$ cat src/rtl/othello_pkg.sv
// Shared types and constants for the move legality sequencer.
// Directions are indexed N, NE, E, SE, S, SW, W, NW.
package othello_pkg;

    typedef enum logic [2:0] {
        IDLE,
        CHECK,
        LOAD,
        RUN,
        NEXT,
        DONE
    } state_e;

    localparam int BOARD_DIM = 8;

    localparam logic [1:0] PLAYER_DATA [2] = '{2'b01, 2'b10};

    localparam logic signed [4:0] DIR_DY [8] = '{
        -5'sd1, -5'sd1, 5'sd0, 5'sd1, 5'sd1, 5'sd1, 5'sd0, -5'sd1
    };

    localparam logic signed [4:0] DIR_DX [8] = '{
        5'sd0, 5'sd1, 5'sd1, 5'sd1, 5'sd0, -5'sd1, -5'sd1, -5'sd1
    };

    localparam logic signed [4:0] DIR_STEP [8] = '{
        -5'sd8, -5'sd7, 5'sd1, 5'sd9, 5'sd8, 5'sd7, -5'sd1, -5'sd9
    };

endpackage

$ cat src/rtl/dir_fit_check.sv
// Decides whether a capture run (opponent + closing cell) fits on the
// board in direction d, and supplies the address step for it.
module dir_fit_check
    import othello_pkg::*;
(
    input  logic [2:0] row_i,
    input  logic [2:0] col_i,
    input  logic [2:0] d_i,
    output logic       fit_o,
    output logic [4:0] step_o
);

    logic signed [4:0] r_end;
    logic signed [4:0] c_end;

    // Two cells out; on board exactly when the 5-bit result is 0..7.
    always_comb begin
        r_end  = $signed({2'b00, row_i}) + (DIR_DY[d_i] <<< 1);
        c_end  = $signed({2'b00, col_i}) + (DIR_DX[d_i] <<< 1);
        fit_o  = (r_end[4:3] == 2'b00) && (c_end[4:3] == 2'b00);
        step_o = DIR_STEP[d_i];
    end

endmodule

$ cat src/rtl/move_scheduler.sv
// Walks the direction validator over all 8 directions of one candidate
// move and collects a capture mask, legal flag and timeout flag.
module move_scheduler
    import othello_pkg::*;
#(
    parameter int TIMEOUT = 15
) (
    input  logic       clock,
    input  logic       reset,
    input  logic       start,
    input  logic       abort,
    input  logic [5:0] addr_in,
    input  logic       player,
    input  logic       cell_empty,
    input  logic       v_dir_status,
    input  logic       v_done,
    output logic       v_ld,
    output logic       v_enable,
    output logic [6:0] v_addr,
    output logic [4:0] v_step,
    output logic       v_player,
    output logic       busy_o,
    output logic       done_o,
    output logic       legal_o,
    output logic [7:0] dir_mask_o,
    output logic       timeout_o
);

    localparam int CW = (TIMEOUT > 1) ? $clog2(TIMEOUT) : 1;

    state_e        state_q, state_d;
    logic [2:0]    d_q, d_d;
    logic [5:0]    addr_q, addr_d;
    logic          player_q, player_d;
    logic [7:0]    mask_q, mask_d;
    logic          legal_q, legal_d;
    logic          to_q, to_d;
    logic [CW-1:0] cnt_q, cnt_d;

    logic          fit;
    logic [4:0]    step;

    dir_fit_check u_fit (
        .row_i  (addr_q[5:3]),
        .col_i  (addr_q[2:0]),
        .d_i    (d_q),
        .fit_o  (fit),
        .step_o (step)
    );

    always_ff @(posedge clock or negedge reset) begin
        if (!reset) begin
            state_q  <= IDLE;
            d_q      <= '0;
            addr_q   <= '0;
            player_q <= 1'b0;
            mask_q   <= '0;
            legal_q  <= 1'b0;
            to_q     <= 1'b0;
            cnt_q    <= '0;
        end else begin
            state_q  <= state_d;
            d_q      <= d_d;
            addr_q   <= addr_d;
            player_q <= player_d;
            mask_q   <= mask_d;
            legal_q  <= legal_d;
            to_q     <= to_d;
            cnt_q    <= cnt_d;
        end
    end

    always_comb begin
        state_d  = state_q;
        d_d      = d_q;
        addr_d   = addr_q;
        player_d = player_q;
        mask_d   = mask_q;
        legal_d  = legal_q;
        to_d     = to_q;
        cnt_d    = cnt_q;
        // Abort freezes all results; only the state returns to IDLE.
        if (abort) begin
            state_d = IDLE;
        end else begin
            unique case (state_q)
                IDLE: begin
                    if (start) begin
                        addr_d   = addr_in;
                        player_d = player;
                        mask_d   = '0;
                        legal_d  = 1'b0;
                        to_d     = 1'b0;
                        d_d      = '0;
                        state_d  = cell_empty ? CHECK : DONE;
                    end
                end
                CHECK: begin
                    if (fit) begin
                        state_d = LOAD;
                    end else begin
                        mask_d[d_q] = 1'b0;
                        state_d     = NEXT;
                    end
                end
                LOAD: begin
                    cnt_d   = '0;
                    state_d = RUN;
                end
                RUN: begin
                    cnt_d = cnt_q + CW'(1);
                    if (v_done) begin
                        mask_d[d_q] = v_dir_status;
                        state_d     = NEXT;
                    end else if (cnt_q == CW'(TIMEOUT - 1)) begin
                        mask_d[d_q] = 1'b0;
                        to_d        = 1'b1;
                        state_d     = NEXT;
                    end
                end
                NEXT: begin
                    if (d_q == 3'd7) begin
                        legal_d = |mask_q;
                        state_d = DONE;
                    end else begin
                        d_d     = d_q + 3'd1;
                        state_d = CHECK;
                    end
                end
                DONE: begin
                    state_d = IDLE;
                end
                default: begin
                    state_d = IDLE;
                end
            endcase
        end
    end

    assign v_ld       = (state_q == LOAD) && !abort;
    assign v_enable   = (state_q == RUN) && !abort;
    assign v_addr     = {1'b0, addr_q};
    assign v_step     = (state_q == LOAD || state_q == RUN) ? step : 5'd0;
    assign v_player   = player_q;
    assign busy_o     = (state_q != IDLE);
    assign done_o     = (state_q == DONE) && !abort;
    assign legal_o    = legal_q;
    assign dir_mask_o = mask_q;
    assign timeout_o  = to_q;

endmodule
$ cat config.mk
export PLATFORM = sky130hd
export DESIGN_NAME = move_scheduler
export DESIGN_NICKNAME = d
export VERILOG_FILES = /design/src/rtl/othello_pkg.sv /design/src/rtl/dir_fit_check.sv /design/src/rtl/move_scheduler.sv
export SDC_FILE = /design/constraint.sdc
export NUM_CORES = 1
export LEC_CHECK = 0
export CAP_MARGIN = 20
export CORE_AREA = 4 4 71 73
export DETAILED_ROUTE_END_ITERATION = 8
export DIE_AREA = 0 0 75 77
export PLACE_DENSITY = 0.72
export SLEW_MARGIN = 20
export SYNTH_ARGS = -nofsm -noshare
export SYNTH_HDL_FRONTEND = slang
export SYNTH_SLANG_ARGS = --single-unit
$ cat constraint.sdc
create_clock -name clock -period 3.2 [get_ports clock]
set_clock_uncertainty 0.05 [all_clocks]
set_input_delay 0.64 -clock clock [delete_from_list [all_inputs] [get_ports clock]]
set_output_delay 0.64 -clock clock [all_outputs]
set_load 0.02 [all_outputs]
==> results of run 1 <==
kinds of logic (layout without fill, tap and decap cells):
group / count (synthesis) / in the layout / share of synthesized area, %
fa+ha+maj: 14 / 14 / 10.1
flops: 27 / 27 / 39.1
compound gates: 44 / 44 / 17.7
buf+inv: 18 / 63 / 4.41
mux: 19 / 19 / 12.2
other cells: 1 / 1 / 0.217
simple gates: 59 / 59 / 16.3
synth_stat cells:
cell type  number
a2111o_1        1
a211oi_1        1
a21boi_0        1
a21o_1          3
a21oi_1        12
a22o_1          5
a31oi_1         8
a32o_1          1
and3_1          1
buf_2           1
buf_4           2
clkbuf_1        5
clkinv_1        1
conb_1          1
dfrtp_1        27
ha_1           14
inv_1           9
mux2_2         17
mux2i_1         2
nand2_1        16
nand2b_1        1
nand3_1         4
nand3b_1        1
nor2_1         19
nor3_1          4
nor3b_1         4
nor4_1          3
nor4bb_1        1
o211ai_1        2
o21a_1          1
o21ai_0         5
o21bai_1        1
o31ai_1         1
o31ai_4         1
o32ai_1         1
or2_2           2
or3_1           3
registers in the layout, summed over array words and instances (netlist names):
register    cells
timeout_o       1
v_player        1
legal_o         1
d_q             3
dir_mask_o      8
cnt_q           4
state_q         3
addr_q          6
cell type report:
| cell class | instances | area [µm²] |
|---|---|---|
| Clock buffer | 4 | 45.0 |
| Fill cell | 397 | 2080 |
| Inverter | 10 | 37.5 |
| Multi-Input combinational cell | 137 | 977 |
| Sequential cell | 27 | 676 |
| Tap cell | 52 | 65.1 |
| Timing Repair Buffer | 49 | 478 |
metal layers:
metal	share of wire (%)	vias up	GRT usage [%]
met4	1.0	0	4.27
li1	-	742	-
met2	45	40	22.2
met1	49	695	19.5
met5	0	-	0
met3	4.5	4	1.96
placed cells by master (no fill, tap or decap), types with 2 or more instances in the layout:
| cell type | instances |
|---|---|
| a21o_1 | 3 |
| a21oi_1 | 12 |
| a22o_1 | 5 |
| a31oi_1 | 8 |
| buf_4 | 9 |
| clkbuf_8 | 3 |
| clkdlybuf4s50_1 | 39 |
| dfrtp_1 | 27 |
| ha_1 | 14 |
| inv_1 | 9 |
| mux2_2 | 17 |
| mux2i_1 | 2 |
| nand2_1 | 16 |
| nand3_1 | 4 |
| nor2_1 | 19 |
| nor3_1 | 4 |
| nor3b_1 | 4 |
| nor4_1 | 3 |
| o211ai_1 | 2 |
| o21ai_0 | 5 |
| or2_2 | 2 |
| or3_1 | 3 |
power by group through the flow:
stage / clock network (mW) / registers (mW) / logic [mW]
final: 0.197 / 0.472 / 0.593
after global routing: 0.215 / 0.486 / 0.650
after CTS: 0.205 / 0.474 / 0.597
after detailed placement: 0 / 0.480 / 0.593
after global placement: 0 / 0.476 / 0.589
after floorplan: 0 / 0.520 / 0.306
metrics by stage:
step | util (%) | std cells | worst slack, ns
6_report | 52.3 | 279 | 0.260
5_1_grt | 52.3 | 279 | 0.140
4_1_cts | 52.3 | 279 | 0.240
3_5_place_dp | 51.3 | 275 | 0.248
3_3_place_gp | 51.3 | 275 | 0.255
2_1_floorplan | - | 182 | 0.664
path summary, 6_finish.rpt:
kind | start | end | slack, ns | depth (start not counted)
min in group asynchronous | reset | cnt_q[3] | 0.70 | 2
hold reg to reg | timeout_o | timeout_o | 0.45 | 1
setup / recovery | abort | v_ld | 0.26 | 4
max in group asynchronous | reset | dir_mask_o[1] | 2.14 | 2
hold / removal | timeout_o | timeout_o | 0.45 | 1
setup reg to reg | d_q[1] | dir_mask_o[2] | 0.44 | 10
worst reg2reg max path, cell delays in order, from the launching register on:
cell     delay (ns)
dfrtp_1        0.47
ha_1           0.24
nand2_1        0.06
o21ai_0        0.18
ha_1           0.33
nor3b_1        0.27
a21oi_1        0.12
o21a_1         0.16
o31ai_4        0.29
buf_12         0.16
mux2_2         0.33
==> impl_metrics.env, run 1 <==
export IMPL_route_detailed_drc=0
export IMPL_cts_buffer_depth=2
export IMPL_crit_type="input pin to primary output"
export IMPL_die_area_um2=5780
export IMPL_grt_pass1_vias=1547
export IMPL_num_io_pins=41
export IMPL_via_count=1481
export IMPL_grt_use_total_pct=14.0
export IMPL_timing_setup_tns_ns=0
export IMPL_hold_buffers=0
export IMPL_switching_share_pct=37.5
export IMPL_clkPwrFrac_pct=15.6
export IMPL_diodes=0
export IMPL_htreeDepth=1
export IMPL_internal_power_uw=789
export IMPL_cpMaxStageDelayCell="clkdlybuf4s50_1"
export IMPL_start_util_pct=39.7
export IMPL_gp_congestion=0.832
export IMPL_max_stage_delay_ns=0.60
export IMPL_first_pass_iters=4
export IMPL_die_x_um=75
export IMPL_ant_nets=0
export IMPL_dp_hpwl_um=2830
export IMPL_p_sw_uw=473
export IMPL_io_buffers=39
export IMPL_ir_drop_v=0.000426
export IMPL_final_hold_violation_count=0
export IMPL_ys_ff_latch=27
export IMPL_finalWirelength_um=3790
export IMPL_path_cells="clkdlybuf4s50_1 -> or2_2 -> nor2_1 -> clkdlybuf4s50_1"
export IMPL_seq_area_frac_synth_pct=39.1
export IMPL_drive_above_1_share_pct=14.5
export IMPL_cts_root_buf="clkbuf_8"
export IMPL_netlist_top_cell_by_area="dfrtp_1"
export IMPL_ctsResizeCount=0
export IMPL_finalSetupViolations=0
export IMPL_critPathBufInv=2
export IMPL_critPathMaxFanout=7
export IMPL_syn_to_final_growth_pct=31.8
export IMPL_post_cts_buffers=0
export IMPL_syn_area_per_cell_um2=9.50
export IMPL_synthCells=182
export IMPL_hp_class="flop to flop"
export IMPL_die_h_um=77
export IMPL_combPwrFrac_pct=47.0
export IMPL_seqPwrFrac_pct=37.4
export IMPL_coreArea_um2=4350
export IMPL_postPlaceCellArea_um2=2230
export IMPL_drt_wirelength_per_cell_um=13.6
export IMPL_finalPower_mw=1.26
export IMPL_ys_types=37
export IMPL_fin_crit_sh_pct=91.9
export IMPL_cap_viol_max_count=0
export IMPL_slew_viol_final=0
export IMPL_crit_path_end_kind="primary output"
export IMPL_rows=24
export IMPL_syn_nets=210
export IMPL_cts_buffers=3
export IMPL_dr_first_iter_drc_count=61
export IMPL_rsz0062_at_grt="false"
export IMPL_nets=256
export IMPL_hold_ws_ns=0.453
export IMPL_cellPowerDensity_nw_per_um2=554
export IMPL_synth_area_leaders="dfrtp_1 (39%), mux2_2 (11%), ha_1 (10%)"
export IMPL_clk_pin_slew_ns=0.09
export IMPL_via_per_inst=5.31
export IMPL_overflow=0
export IMPL_clock_sinks=27
export IMPL_run_status="complete, no violations"
export IMPL_ys_warn_count=0
export IMPL_final_area_um2=2280
export IMPL_grt_max_degree=28
export IMPL_clock_fmax_mhz=340
export IMPL_critPathMostFrequentCell="clkdlybuf4s50_1"
export IMPL_critPathTopFamily="buffers and inverters"
export IMPL_leakagePower_nw=1.03
export IMPL_clock_latency_ns=0.27
export IMPL_grt_antenna_before_repair=0
export IMPL_tritoncts="done"
export IMPL_min_period_ns=2.94
export IMPL_synth_top_area_share_pct=39.1
export IMPL_cp_arrival_ns=2.25
export IMPL_cp_start_kind="input pin"
export IMPL_grt_pass1_wl_um=6670
export IMPL_netlist_area_um2=1730
export IMPL_worstPathRequired_ns=2.51
Power figures use the tool's default switching activity.
==> inputs of run 2 (changes only) <==
- DONT_BUFFER_PORTS: unset -> 1
- PLACE_DENSITY: 0.72 -> 0.6
- clock period: 3.2 -> 2.75 ns (I/O delays scaled with it)
==> impl_metrics.env, run 2 (synthesis results as in run 1) <==
export IMPL_rrSetupSlack_ns=0.15
export IMPL_crit_type="flop to flop"
export IMPL_fin_util_pct=43.9
export IMPL_syn_to_final_growth_pct=10.5
export IMPL_largest_reg_flops=8
export IMPL_place_inst=233
export IMPL_fin_crit_sh_pct=94.6
export IMPL_hp_class="input pin to async pin"
export IMPL_io_buffers=0
export IMPL_r2r_start="d_q[1]"
export IMPL_multi_input_area_um2=990
export IMPL_start_util_pct=39.7
export IMPL_cp_endpoint="dir_mask_o[2]"
export IMPL_diodes=0
export IMPL_via_count=1372
export IMPL_nets=216
export IMPL_run_status="complete, no violations"
export IMPL_rows=24
export IMPL_tritoncts="done"
export IMPL_clock_fmax_mhz=384
export IMPL_slew_headroom_pct=59.4
export IMPL_post_place_ws_ns=-0.0179
export IMPL_grt_pass1_wl_um=6590
export IMPL_cp_arrival_ns=2.71
export IMPL_rsz0062_at_grt="false"
export IMPL_min_period_ns=2.60
export IMPL_htreeDepth=1
export IMPL_finalPower_mw=1.34
export IMPL_gp_congestion=0.776
export IMPL_worstPathRequired_ns=2.86
export IMPL_layout_commonest_cell="dfrtp_1"
export IMPL_clock_latency_ns=0.28
export IMPL_critPathBufInv=1
export IMPL_cts_buffers=3
export IMPL_critPathMostFrequentCell="ha_1"
export IMPL_dr_first_iter_drc_count=102
export IMPL_rr_endpoint="dir_mask_o[2]"
export IMPL_grt_antenna_before_repair=0
export IMPL_ir_drop_v=0.000321
export IMPL_finalSetupViolations=0
export IMPL_grt_pass1_vias=1356
export IMPL_cts_root_buf="clkbuf_8"
export IMPL_reg2regPathDepth=10
export IMPL_num_fill_cells=417
export IMPL_ant_nets=0
export IMPL_postPlaceCellArea_um2=1810
export IMPL_worst_slew_pin_slew_ns=0.609
export IMPL_timing_setup_tns_ns=0
export IMPL_dp_hpwl_um=3030
export IMPL_first_pass_iters=4
export IMPL_seq_area_um2=677
export IMPL_die_h_um=77
export IMPL_cp_start_kind="flop"
export IMPL_drt_wirelength_per_cell_um=16.7
export IMPL_finalWirelength_um=3980
export IMPL_worstSetupStartpoint="d_q[1]"
export IMPL_worst_path_stages=10
export IMPL_grt_max_degree=28
export IMPL_num_io_pins=41
export IMPL_final_hold_violation_count=0
export IMPL_path_cells="ha_1 -> nand2_1 -> o21ai_0 -> ha_1 -> nor3b_2 -> a21oi_1 -> o21a_1 -> o31ai_4 -> buf_12 -> mux2_2"
export IMPL_final_area_um2=1910
export IMPL_overflow=0
export IMPL_coreArea_um2=4350
export IMPL_grt_use_total_pct=14.5
export IMPL_drive_above_1_share_pct=19.3
export IMPL_mostFrequentLayoutCells="dfrtp_1 (26), nor2_1 (19), mux2_2 (17)"
export IMPL_route_detailed_drc=0
export IMPL_crit_path_end_kind="flop"
export IMPL_die_x_um=75
export IMPL_cts_buffer_depth=2
export IMPL_hold_ws_ns=0.0212
export IMPL_clk_pin_slew_ns=0.10
export IMPL_cpMaxStageDelayCell="dfrtp_2"
export IMPL_via_per_inst=5.74
export IMPL_max_stage_delay_ns=0.46
export IMPL_finalWorstSetupSlack_ns=0.148
export IMPL_cellPowerDensity_nw_per_um2=703
export IMPL_die_area_um2=5780
export IMPL_finalNonFillerCells=239
export IMPL_critPathMaxFanout=8
export IMPL_cap_viol_max_count=0
export IMPL_clock_sinks=27
export IMPL_slew_viol_final=0
export IMPL_leakagePower_nw=0.891
export IMPL_critPathTopFamily="compound AO/OA/AOI/OAI gates"
-- run 2: changes by cell type in the layout (fill, tap and decap cells not counted), sizes merged --
cell and change:
clkbuf -1, clkdlybuf4s50 -39, clkinvlp +1, buf -1
-- run 2: per-layer routing --
| metal | up-vias | wire, µm | global-route usage [%] |
|---|---|---|---|
| met5 | - | 0 | 0 |
| met4 | 0 | 37 | 4.27 |
| met2 | 36 | 1950 | 22.9 |
| met3 | 4 | 234 | 3.53 |
| li1 | 663 | - | - |
| met1 | 669 | 1760 | 19.4 |
-- run 2: power breakdown --
part           switching, mW  internal [mW]
Clock                  0.133          0.103
Combinational          0.256          0.215
Sequential             0.162          0.475
Total                  0.551          0.793
-- run 2: how the worst min path moves through the flow --
stage / to / slack (ns) / depth (start not counted)
after CTS: cnt_q[0] / 0.02 / 1
final: cnt_q[0] / 0.02 / 1
after global placement: cnt_q[0] / 0.21 / 0
after floorplan: addr_q[0] / 0.20 / 0
after global routing: cnt_q[3] / 0.01 / 1
after detailed placement: cnt_q[0] / 0.21 / 0
-- run 2: timing repair --
item,CTS,global route
buffers inserted,0,1
setup endpoints to repair,8,8
endpoints found under the hold margin,27,0
resized for setup,0,4
hold buffers,1,0
pin swaps,1,1
-- run 2: cell type report --
cell class / count / area share [%]
Clock buffer: 3 / 2.16
Clock inverter: 1 / 0.393
Tap cell: 52 / 3.41
Multi-Input combinational cell: 137 / 51.8
Inverter: 10 / 1.96
Timing Repair Buffer: 9 / 4.85
Sequential cell: 27 / 35.4
==> inputs of run 3 (changes only) <==
- CORE_AREA: 4 4 71 73 -> 4 4 55 94
- DIE_AREA: 0 0 75 77 -> 0 0 59 98
==> impl_metrics.env, run 3 (synthesis results as in run 1) <==
export IMPL_clock_sinks=27
export IMPL_ant_nets=0
export IMPL_drive_above_1_share_pct=19.3
export IMPL_nets=216
export IMPL_drt_wirelength_per_cell_um=16.9
export IMPL_overflow=0
export IMPL_cellPowerDensity_nw_per_um2=697
export IMPL_final_hold_violation_count=0
export IMPL_cts_root_buf="clkbuf_8"
export IMPL_rrSetupSlack_ns=0.17
export IMPL_start_util_pct=39.3
export IMPL_reg2regPathDepth=10
export IMPL_syn_to_final_growth_pct=10.1
export IMPL_first_pass_iters=4
export IMPL_die_area_um2=5780
export IMPL_layout_commonest_cell="dfrtp_1"
export IMPL_hold_ws_ns=0.0325
export IMPL_cp_start_kind="flop"
export IMPL_io_buffers=0
export IMPL_die_h_um=98
export IMPL_final_area_um2=1900
export IMPL_rr_endpoint="dir_mask_o[5]"
export IMPL_finalSetupViolations=0
export IMPL_grt_use_total_pct=14.8
export IMPL_r2r_start="d_q[1]"
export IMPL_crit_path_end_kind="flop"
export IMPL_leakagePower_nw=0.892
export IMPL_via_count=1382
export IMPL_fin_util_pct=43.2
export IMPL_slew_headroom_pct=58.2
export IMPL_clock_latency_ns=0.27
export IMPL_finalWorstSetupSlack_ns=0.171
export IMPL_cts_buffers=3
export IMPL_post_place_ws_ns=-0.0203
export IMPL_cap_viol_max_count=0
export IMPL_finalPower_mw=1.33
export IMPL_die_x_um=59
export IMPL_rows=32
export IMPL_min_period_ns=2.58
export IMPL_clock_fmax_mhz=388
export IMPL_route_detailed_drc=0
export IMPL_critPathMaxFanout=8
export IMPL_slew_viol_final=0
export IMPL_htreeDepth=1
export IMPL_cp_arrival_ns=2.69
export IMPL_worst_slew_pin_slew_ns=0.627
export IMPL_ir_drop_v=0.000501
export IMPL_finalWirelength_um=4020
export IMPL_fin_crit_sh_pct=93.8
export IMPL_dp_hpwl_um=3120
export IMPL_num_io_pins=41
export IMPL_grt_pass1_vias=1461
export IMPL_postPlaceCellArea_um2=1810
export IMPL_grt_max_degree=28
export IMPL_worstPathRequired_ns=2.86
export IMPL_clk_pin_slew_ns=0.09
export IMPL_via_per_inst=5.81
export IMPL_mostFrequentLayoutCells="dfrtp_1 (26), nor2_1 (18), mux2_2 (17)"
export IMPL_grt_pass1_wl_um=6730
export IMPL_tritoncts="done"
export IMPL_diodes=0
export IMPL_crit_type="flop to flop"
export IMPL_coreArea_um2=4400
export IMPL_gp_congestion=0.781
export IMPL_cts_buffer_depth=2
export IMPL_grt_antenna_before_repair=0
export IMPL_num_fill_cells=451
export IMPL_dr_first_iter_drc_count=36
export IMPL_rsz0062_at_grt="false"
export IMPL_hp_class="input pin to async pin"
export IMPL_run_status="complete, no violations"
export IMPL_largest_reg_flops=8
==> run 3: how the worst max path moves through the flow <==
stage	from	end	slack (ns)
2_1_floorplan	d_q[1]	dir_mask_o[0]	0.21
3_3_place_gp	d_q[1]	dir_mask_o[4]	0.12
3_5_place_dp	d_q[1]	dir_mask_o[5]	-0.02
4_1_cts	d_q[1]	dir_mask_o[5]	0.0008
5_1_grt	d_q[1]	dir_mask_o[5]	0.01
6_report	d_q[1]	dir_mask_o[5]	0.17
==> run 3: area by class of cell <==
| class | count | area, µm² | area share [%] |
|---|---|---|---|
| Clock inverter | 1 | 5.00 | 0.263 |
| Multi-Input combinational cell | 137 | 987 | 51.8 |
| Clock buffer | 3 | 41.3 | 2.17 |
| Tap cell | 51 | 63.8 | 3.35 |
| Inverter | 10 | 37.5 | 1.97 |
| Timing Repair Buffer | 9 | 92.6 | 4.86 |
| Sequential cell | 27 | 677 | 35.5 |
==> run 3: report_power, final <==
| part | switching [mW] | total (mW) | internal, mW | leakage (nW) |
|---|---|---|---|---|
| registers | 0.161 | 0.636 | 0.475 | 0.357 |
| clock network | 0.126 | 0.228 | 0.102 | 0.0255 |
| logic | 0.253 | 0.464 | 0.211 | 0.510 |
| total | 0.540 | 1.33 | 0.787 | 0.892 |
==> run 3: critical path, cell delays in order (launching register included) <==
cell	delay (ns)
dfrtp_2	0.46
inv_1	0.12
ha_1	0.31
nor2_2	0.10
ha_1	0.30
nor3b_1	0.05
nor2_1	0.15
o21ai_1	0.13
o31ai_4	0.30
buf_12	0.16
mux2_2	0.33
==> run 3: routing by layer <==
layer | part of all wire (%) | wire length, µm | global-route usage (%) | vias up
li1 | - | - | - | 663
met1 | 39 | 1570 | 17.3 | 666
met3 | 4.8 | 191 | 1.72 | 7
met5 | 0 | 0 | 0 | -
met2 | 54 | 2170 | 26.2 | 46
met4 | 2.1 | 85 | 6.11 | 0
==> run 3: stage by stage <==
stage               cells  TNS [ns]
floorplan             182         0
detailed placement    232   -0.0613
global route          238         0
finish                238         0
CTS                   238         0
global placement      232         0
==> run 3: repair_timing <==
item                                    4_1_cts  5_1_grt
pin swaps                                     1        0
endpoints found under the setup margin        8        8
endpoints found under the hold margin        27        0
gates resized for setup                       0        4
setup buffers                                 1        0
hold buffers                                  1        0
